===== config.mk =====
export PLATFORM = sky130hd
export DESIGN_NAME = codebook_fetcher_flat
export DESIGN_NICKNAME = d
export VERILOG_FILES = /design/src/rtl/codebook_fetcher_if.sv /design/src/rtl/codebook_fetcher.sv /design/src/flat_wrapper.sv
export SDC_FILE = /design/constraint.sdc
export NUM_CORES = 1
export LEC_CHECK = 0
export BUFFER_PORTS_ARGS = -buffer_cell sky130_fd_sc_hd__buf_2
export CAP_MARGIN = 20
export CORE_ASPECT_RATIO = 0.6
export CORE_MARGIN = 5
export CORE_UTILIZATION = 49
export CTS_CLUSTER_SIZE = 10
export DETAILED_ROUTE_END_ITERATION = 10
export PLACE_DENSITY_LB_ADDON = 0.25
export SLEW_MARGIN = 20
export SYNTH_ARGS = -nofsm -noshare
export SYNTH_HDL_FRONTEND = slang
export SYNTH_SLANG_ARGS = --single-unit

===== constraint.sdc =====
create_clock -name clock -period 2.5 [get_ports clock]
set_input_delay 0.375 -clock clock [delete_from_list [all_inputs] [get_ports clock]]
set_output_delay 0.375 -clock clock [all_outputs]
set_load 0.05 [all_outputs]

===== src/rtl/codebook_fetcher_if.sv =====
// Burst-read memory port used by the codebook fetcher: one request at a time,
// waitrequest backpressure, and read data returned with a valid strobe.
interface codebook_fetcher_if #(
  parameter int ADDR_W = 22
) ();
  logic              mem_rd;
  logic [ADDR_W-1:0] mem_addr;
  logic [8:0]        mem_burstcnt;
  logic              mem_wait;
  logic [63:0]       mem_din;
  logic              mem_din_valid;

  modport master (
    output mem_rd, mem_addr, mem_burstcnt,
    input  mem_wait, mem_din, mem_din_valid
  );

  modport slave (
    input  mem_rd, mem_addr, mem_burstcnt,
    output mem_wait, mem_din, mem_din_valid
  );
endinterface


===== src/rtl/codebook_fetcher.sv =====
// Streams a 256-word codebook into the cache as BURST_LEN-word memory bursts.
// Optional macro CB_FETCH_CHECK_EN adds a sticky cache-index mismatch flag.
//
// state     | meaning
// IDLE      | waiting for codebook_wait with ram_read_offset = 0
// REQ       | mem_rd held until the memory accepts the burst
// DATA      | collecting beats of the outstanding burst, forwarding to the cache
// WAIT_DROP | all 256 words delivered, waiting for codebook_wait to fall
// DRAIN     | fill aborted, swallowing the rest of the outstanding burst
module codebook_fetcher #(
  parameter int BURST_LEN = 8,
  parameter int ADDR_W    = 22
) (
  input  logic              clock,
  input  logic              reset_n,
  input  logic              codebook_wait,
  input  logic [7:0]        ram_read_offset,
  input  logic [ADDR_W-1:0] cb_base_addr,
  output logic              vram_valid,
  output logic [63:0]       cache_din,
  output logic              cb_offset_err,
  codebook_fetcher_if.master mem
);

  localparam int         LOG_BL  = $clog2(BURST_LEN);
  localparam logic [8:0] BL_MASK = 9'(BURST_LEN - 1);

  typedef enum logic [2:0] {
    IDLE,
    REQ,
    DATA,
    WAIT_DROP,
    DRAIN
  } state_t;

  state_t            state, state_nxt;
  logic [ADDR_W-1:0] base_q;
  logic [7:0]        burst_idx;
  logic [8:0]        beat_cnt;
  logic [8:0]        beat_nxt;
  logic              abort_q;
  logic              start;
  logic              beat_take;
  logic              burst_end;
  logic              deliver;

  assign beat_nxt  = beat_cnt + 9'd1;
  assign beat_take = mem.mem_din_valid && ((state == DATA) || (state == DRAIN));
  // Bursts are aligned to the fill start, so the low bits of the running count mark a burst boundary.
  assign burst_end = beat_take && ((beat_nxt & BL_MASK) == 9'd0);
  assign deliver   = (state == DATA) && mem.mem_din_valid && codebook_wait;

  assign mem.mem_rd       = (state == REQ);
  assign mem.mem_addr     = base_q + (ADDR_W'(burst_idx) << LOG_BL);
  assign mem.mem_burstcnt = 9'(BURST_LEN);

  always_comb begin
    state_nxt = state;
    start     = 1'b0;
    case (state)
      IDLE: begin
        if (codebook_wait && (ram_read_offset == 8'd0)) begin
          state_nxt = REQ;
          start     = 1'b1;
        end
      end
      REQ: begin
        // An abort seen while waiting still lets the request complete, then drains it.
        if (!mem.mem_wait) state_nxt = (codebook_wait && !abort_q) ? DATA : DRAIN;
      end
      DATA: begin
        if (!codebook_wait) state_nxt = burst_end ? IDLE : DRAIN;
        else if (burst_end) state_nxt = beat_nxt[8] ? WAIT_DROP : REQ;
      end
      DRAIN: begin
        if (burst_end) state_nxt = IDLE;
      end
      WAIT_DROP: begin
        if (!codebook_wait) state_nxt = IDLE;
      end
      default: state_nxt = IDLE;
    endcase
  end

  always_ff @(posedge clock or negedge reset_n) begin
    if (!reset_n) begin
      state      <= IDLE;
      base_q     <= '0;
      burst_idx  <= '0;
      beat_cnt   <= '0;
      abort_q    <= 1'b0;
      vram_valid <= 1'b0;
      cache_din  <= '0;
    end else begin
      state      <= state_nxt;
      vram_valid <= deliver;
      if (deliver) cache_din <= mem.mem_din;
      if (start) begin
        base_q    <= cb_base_addr;
        burst_idx <= '0;
        beat_cnt  <= '0;
        abort_q   <= 1'b0;
      end else begin
        if (beat_take) beat_cnt <= beat_nxt;
        if ((state == DATA) && (state_nxt == REQ)) burst_idx <= burst_idx + 8'd1;
        if ((state == REQ) && !codebook_wait) abort_q <= 1'b1;
      end
    end
  end

`ifdef CB_FETCH_CHECK_EN
  logic [7:0] exp_idx;

  always_ff @(posedge clock or negedge reset_n) begin
    if (!reset_n) begin
      exp_idx       <= '0;
      cb_offset_err <= 1'b0;
    end else begin
      if (start) exp_idx <= '0;
      else if (vram_valid) exp_idx <= exp_idx + 8'd1;
      if (vram_valid && (ram_read_offset != exp_idx)) cb_offset_err <= 1'b1;
    end
  end
`else
  assign cb_offset_err = 1'b0;
`endif

endmodule


===== src/flat_wrapper.sv =====
// flat-port wrapper written by rule: the top's interface ports become plain ports
module codebook_fetcher_flat 
#(
  parameter int BURST_LEN = 8,
  parameter int ADDR_W    = 22
)
  (clock, reset_n, codebook_wait, ram_read_offset, cb_base_addr, vram_valid, cache_din, cb_offset_err, mem_mem_rd, mem_mem_addr, mem_mem_burstcnt, mem_mem_wait, mem_mem_din, mem_mem_din_valid);
  codebook_fetcher_if #(.ADDR_W(ADDR_W)) mem_i ();
  input  logic clock;
  input  logic reset_n;
  input  logic codebook_wait;
  input  logic [7:0] ram_read_offset;
  input  logic [ADDR_W-1:0] cb_base_addr;
  output logic vram_valid;
  output logic [63:0] cache_din;
  output logic cb_offset_err;
  output wire logic [$bits(mem_i.mem_rd)-1:0] mem_mem_rd;
  output wire logic [$bits(mem_i.mem_addr)-1:0] mem_mem_addr;
  output wire logic [$bits(mem_i.mem_burstcnt)-1:0] mem_mem_burstcnt;
  input wire logic [$bits(mem_i.mem_wait)-1:0] mem_mem_wait;
  input wire logic [$bits(mem_i.mem_din)-1:0] mem_mem_din;
  input wire logic [$bits(mem_i.mem_din_valid)-1:0] mem_mem_din_valid;
  assign mem_mem_rd = mem_i.mem_rd;
  assign mem_mem_addr = mem_i.mem_addr;
  assign mem_mem_burstcnt = mem_i.mem_burstcnt;
  assign mem_i.mem_wait = mem_mem_wait;
  assign mem_i.mem_din = mem_mem_din;
  assign mem_i.mem_din_valid = mem_mem_din_valid;
  codebook_fetcher #(.BURST_LEN(BURST_LEN), .ADDR_W(ADDR_W)) u_core (.clock(clock), .reset_n(reset_n), .codebook_wait(codebook_wait), .ram_read_offset(ram_read_offset), .cb_base_addr(cb_base_addr), .vram_valid(vram_valid), .cache_din(cache_din), .cb_offset_err(cb_offset_err), .mem(mem_i));
endmodule

Word-level counts from Yosys, hierarchy flattened
Cells that the tools add are included.

operators by class
  eq/ne operators = 5
  multiplexer cells = 18
  add/subtract/negate cells = 3
  reduce and logical (&&, ||, !) cells = 17

operators with widths
  kind                 count
  $mux 3               8
  $add 22x11->22       1
  $mux 9               2
  $mux 8               2
  $pmux 3 s5           1
  $add 9x1->9 const B  1
  $logic_not 9->1      1
  $add 8x1->8 const B  1
  $logic_and 1x1->1    8
  $logic_not 8->1      1
  $eq 3x1->1 const B   2
  $eq 3x2->1 const B   2
  $reduce_bool 2->1    3
  $mux 1               4
  $eq 3x3->1 const B   1
  $logic_not 3->1      1
  $logic_not 1->1      2
  $mux 2               1
  $logic_or 1x1->1     1

storage, ports and cells
  bits of input ports = 99
  register bits after elaboration = 108

Depth between registers and ports, before layout
  depth after elaboration = 11
  mapped depth = 8
  mapped depth without buffers = 8

Least setup slack after synthesis
OpenSTA, ideal clock, no wires.

  path kind = reg-to-output
  from = register u_core.burst_idx[0]
  to = output port mem_mem_addr[21]
  cell stages (with the launch flop) = 9
  setup slack = -0.467 ns
  data arrival time = 2.592 ns
  buffers on the path = 0
  cell sequence = dfrtp_1 -> ha_1 -> inv_1 -> fa_1 -> nor2b_1 -> o31ai_1 -> a31oi_1 -> nand4_1 -> xnor2_1

on the way
  longest elaborated chain between the ends = 1

ends and longest elaborated chain
  what                    line                     source
  from (decl)             codebook_fetcher.sv:38   logic [7:0] burst_idx;
  from (signal assigned)  codebook_fetcher.sv:105  if ((state == DATA) && (state_nxt == REQ)) burst_idx <= burst_idx + 8'd1;
  $add 22x11->22          codebook_fetcher.sv:54   assign mem.mem_addr = base_q + (ADDR_W'(burst_idx) << LOG_BL);
  to (decl)               flat_wrapper.sv:18       output wire logic [$bits(mem_i.mem_addr)-1:0] mem_mem_addr;

Every way passes these cells.

Worst setup path after layout
Ends and elaborated chain as after synthesis.

==> impl_metrics.tcl <==
set metrics [dict create \
    outcome "finished with violations" \
    violations "setup timing" \
    critPathLaunchType "flip-flop" \
    via_count 4011 \
    grt_usage 0.2111 \
    grt_pass1_vias 4333 \
    power_frac_seq 0.476 \
    wl_met2_mm 6.472 \
    drv_cap 0 \
    ir_drop_mv 0.3448 \
    setup_viol 13 \
    antenna_found_initial 0 \
    power.leakage_nw 3.756 \
    wl_met1_mm 5.490 \
    power_frac_clock 0.338 \
    wl_met3_mm 1.159 \
    seq_area_frac_synth 0.5415 \
    ios 197 \
    finalCritPeriodShare 1.101 \
    p_comb_frac 0.186 \
    gp_congestion 0.8780 \
    synthCells 443 \
    gr-total-overflow 0 \
    whs_ns 0.2207 \
    hold_start "cb_base_addr[7]" \
    drive_above_1_share 0.5291 \
    hold_viol 0 \
    synth_cell_types 44 \
    maxUsedRoutingLayer "met4" \
    synth_area_um2 4991 \
    core-area_um2 9915 \
    crit_required_ns 2.12 \
    ant_nets 0 \
    design.die.area_um2 12370 \
    vias_per_cell 5.084 \
    power_mw 4.167 \
    grt_max_degree 76 \
    clk_pin_slew_ns 0.08 \
    crit_path_max_fanout 4 \
    clk_path_buf_depth 2 \
    rsz0062_at_grt "yes" \
    endpoint_kind "output port" \
    p_switching_mw 1.325 \
    r2r-start "u_core.beat_cnt[0]" \
    place_area_um2 6231 \
    clkLatencyLatePin_ns 0.35 \
    post_drt_wl_per_cell_um 16.70 \
    grt_pass1_wl_mm 20.83 \
    synth-seq-cells 108 \
    setup_ws_ns -0.2534 \
    fillCellCount 707 \
    hold_path.class "input port to flip-flop" \
    switching_share 0.3179 \
    cellPowerDensity_nw_per_um2 593.9 \
    critPathKind "flip-flop to output port" \
    maxSlewViolCount 0 \
    area_delta_synth_final_pct 40.56 \
    row_count 28 \
    die_w_um 140.3 \
    first_pass_iters 5 \
    clock-skew-final_ns 0.007649 \
    htreeDepth 3 \
    cts_root_buf "clkbuf_16" \
    yosysWarnings 0 \
    diodes 0 \
    drc 0 \
    initial_core_util 0.5034 \
    drtIter0Drc 206 \
    startpoint "u_core.burst_idx[0]" \
    arrival_ns 2.38 \
    wl_mm 13.18 \
    fin_area_um2 7015 \
    cts.sinks 108 \
    cts_tree "done" \
    clock.fmax_ghz 0.3632 \
    fin_crit_ns 2.753 \
    nets 760 \
    dp_hpwl_mm 9.349 \
    port_buffers 186 \
    avgSynthCellArea_um2 11.27 \
    fp.dieH_um 88.18 \
    p_int_mw 2.842 \
    cts_inserted_buffers 9 \
]
==> synth_stat cells, drive strengths merged <==
cell	n	area, um2
o311ai	1	8.760
o31ai	5	37.54
nor3	6	30.03
o21a	1	7.510
dfrtp	108	2703
a21o	3	22.52
xor2	5	43.79
nand2b	7	43.79
xnor2	19	166.4
clkbuf	7	26.28
nor2b	4	25.02
buf	23	143.9
and3	2	12.51
or2	1	6.260
nor4bb	1	10.01
o32a	1	10.01
o21bai	1	7.510
inv	12	45.04
a21boi	1	7.510
a21oi	12	60.06
o2bb2ai	1	8.760
ha	11	137.6
o21ai	13	65.06
or4	4	30.03
nor3b	1	7.510
o22ai	1	6.260
mux2i	2	20.02
nor2	18	67.56
and4	1	8.760
conb	2	7.510
fa	1	20.02
o41ai	2	17.52
a211oi	1	7.510
nand3	11	55.05
or3	2	12.51
nand2	76	285.3
mux2	64	720.7
a31oi	2	12.51
nor4	4	40.04
nand4	6	43.79
==> power by group through the flow <==
| stage | sequential, mW | combinational [mW] | clock [mW] |
|---|---|---|---|
| after CTS | 1.98 | 0.778 | 1.45 |
| after floorplan | 2.18 | 0.337 | 0 |
| final | 1.98 | 0.776 | 1.41 |
| after global placement | 2.00 | 0.736 | 0 |
| after detailed placement | 2.01 | 0.754 | 0 |
| after global routing | 2.00 | 0.841 | 1.53 |
==> flip-flops by register name, indices dropped and copies added, names as in the netlist <==
signal	cells
u_core.cache_din	64
u_core.abort_q	1
u_core.vram_valid	1
u_core.burst_idx	8
u_core.state	3
u_core.beat_cnt	9
u_core.base_q	22
==> kinds of logic after synthesis <==
family	Yosys count	share of synthesized area
multiplexers	66	0.1484
adder cells (fa/ha/maj)	12	0.03159
buffers and inverters	42	0.04312
other	2	0.001505
AND/OR/NAND/NOR	144	0.1359
AO/OA/AOI/OAI	45	0.05591
XOR/XNOR	24	0.04212
flip-flops	108	0.5415
==> cell type report <==
| class | count | area (um2) | area share |
|---|---|---|---|
| clock buffer | 10 | 229.0 | 0.03264 |
| timing repair buffer | 217 | 1324 | 0.1887 |
| clock inverter | 6 | 65.06 | 0.009274 |
| sequential | 108 | 2708 | 0.3859 |
| tap | 135 | 168.9 | 0.02408 |
| multi-input combinational | 301 | 2476 | 0.3530 |
| inverter | 12 | 45.04 | 0.006421 |
==> placed cells by master, fill, tap and decap left out, drive strengths merged, types with 12 or more instances in the layout <==
cell type  Yosys  final
mux2          64     64
inv           12     17
nand2         76     76
nor2          18     18
buf           23    216
o21ai         13     13
dfrtp        108    108
xnor2         19     19
a21oi         12     12
==> worst max-delay path, stage by stage (launching register included) <==
cell	delay (ns)
dfrtp_1	0.36
ha_2	0.20
inv_2	0.04
fa_2	0.36
nor2b_4	0.16
o31ai_4	0.08
a31oi_2	0.15
buf_6	0.15
nand4_1	0.16
xnor2_2	0.19
buf_6	0.18
==> per-layer routing <==
metal	track usage	vias up
met5	0	-
met4	0.04485	0
li1	-	1904
met3	0.08074	4
met1	0.2661	1958
met2	0.3533	145
==> final timing paths <==
check	endpoint	slack [ns]	cells past startpoint
hold reg to reg	u_core.base_q[0]	0.49	2
setup reg to reg	u_core.burst_idx[3]	0.28	7
setup / recovery	mem_mem_addr[21]	-0.25	10
hold / removal	u_core.base_q[7]	0.22	3
min in group asynchronous	u_core.cache_din[43]	0.54	2
max in group asynchronous	u_core.base_q[12]	1.19	3
==> stage by stage <==
stage	setup WS (ns)	instances	utilization	setup TNS (ns)
after floorplan	-0.1300	451	-	-0.3309
after global placement	-0.04857	758	0.6285	-0.07666
after detailed placement	-0.1640	758	0.6285	-0.7087
after CTS	-0.2676	784	0.6951	-1.464
after global routing	-0.3834	789	0.7076	-3.915
final	-0.2534	789	0.7076	-2.376
==> repair_timing <==
action	in CTS	in global routing
endpoints found under the setup margin	15	16
pin swaps	15	9
buffers inserted	9	5
gates resized for setup	65	19
hold buffers	1	0
hold endpoints to repair	33	0
(Power assumes the default switching activity.)
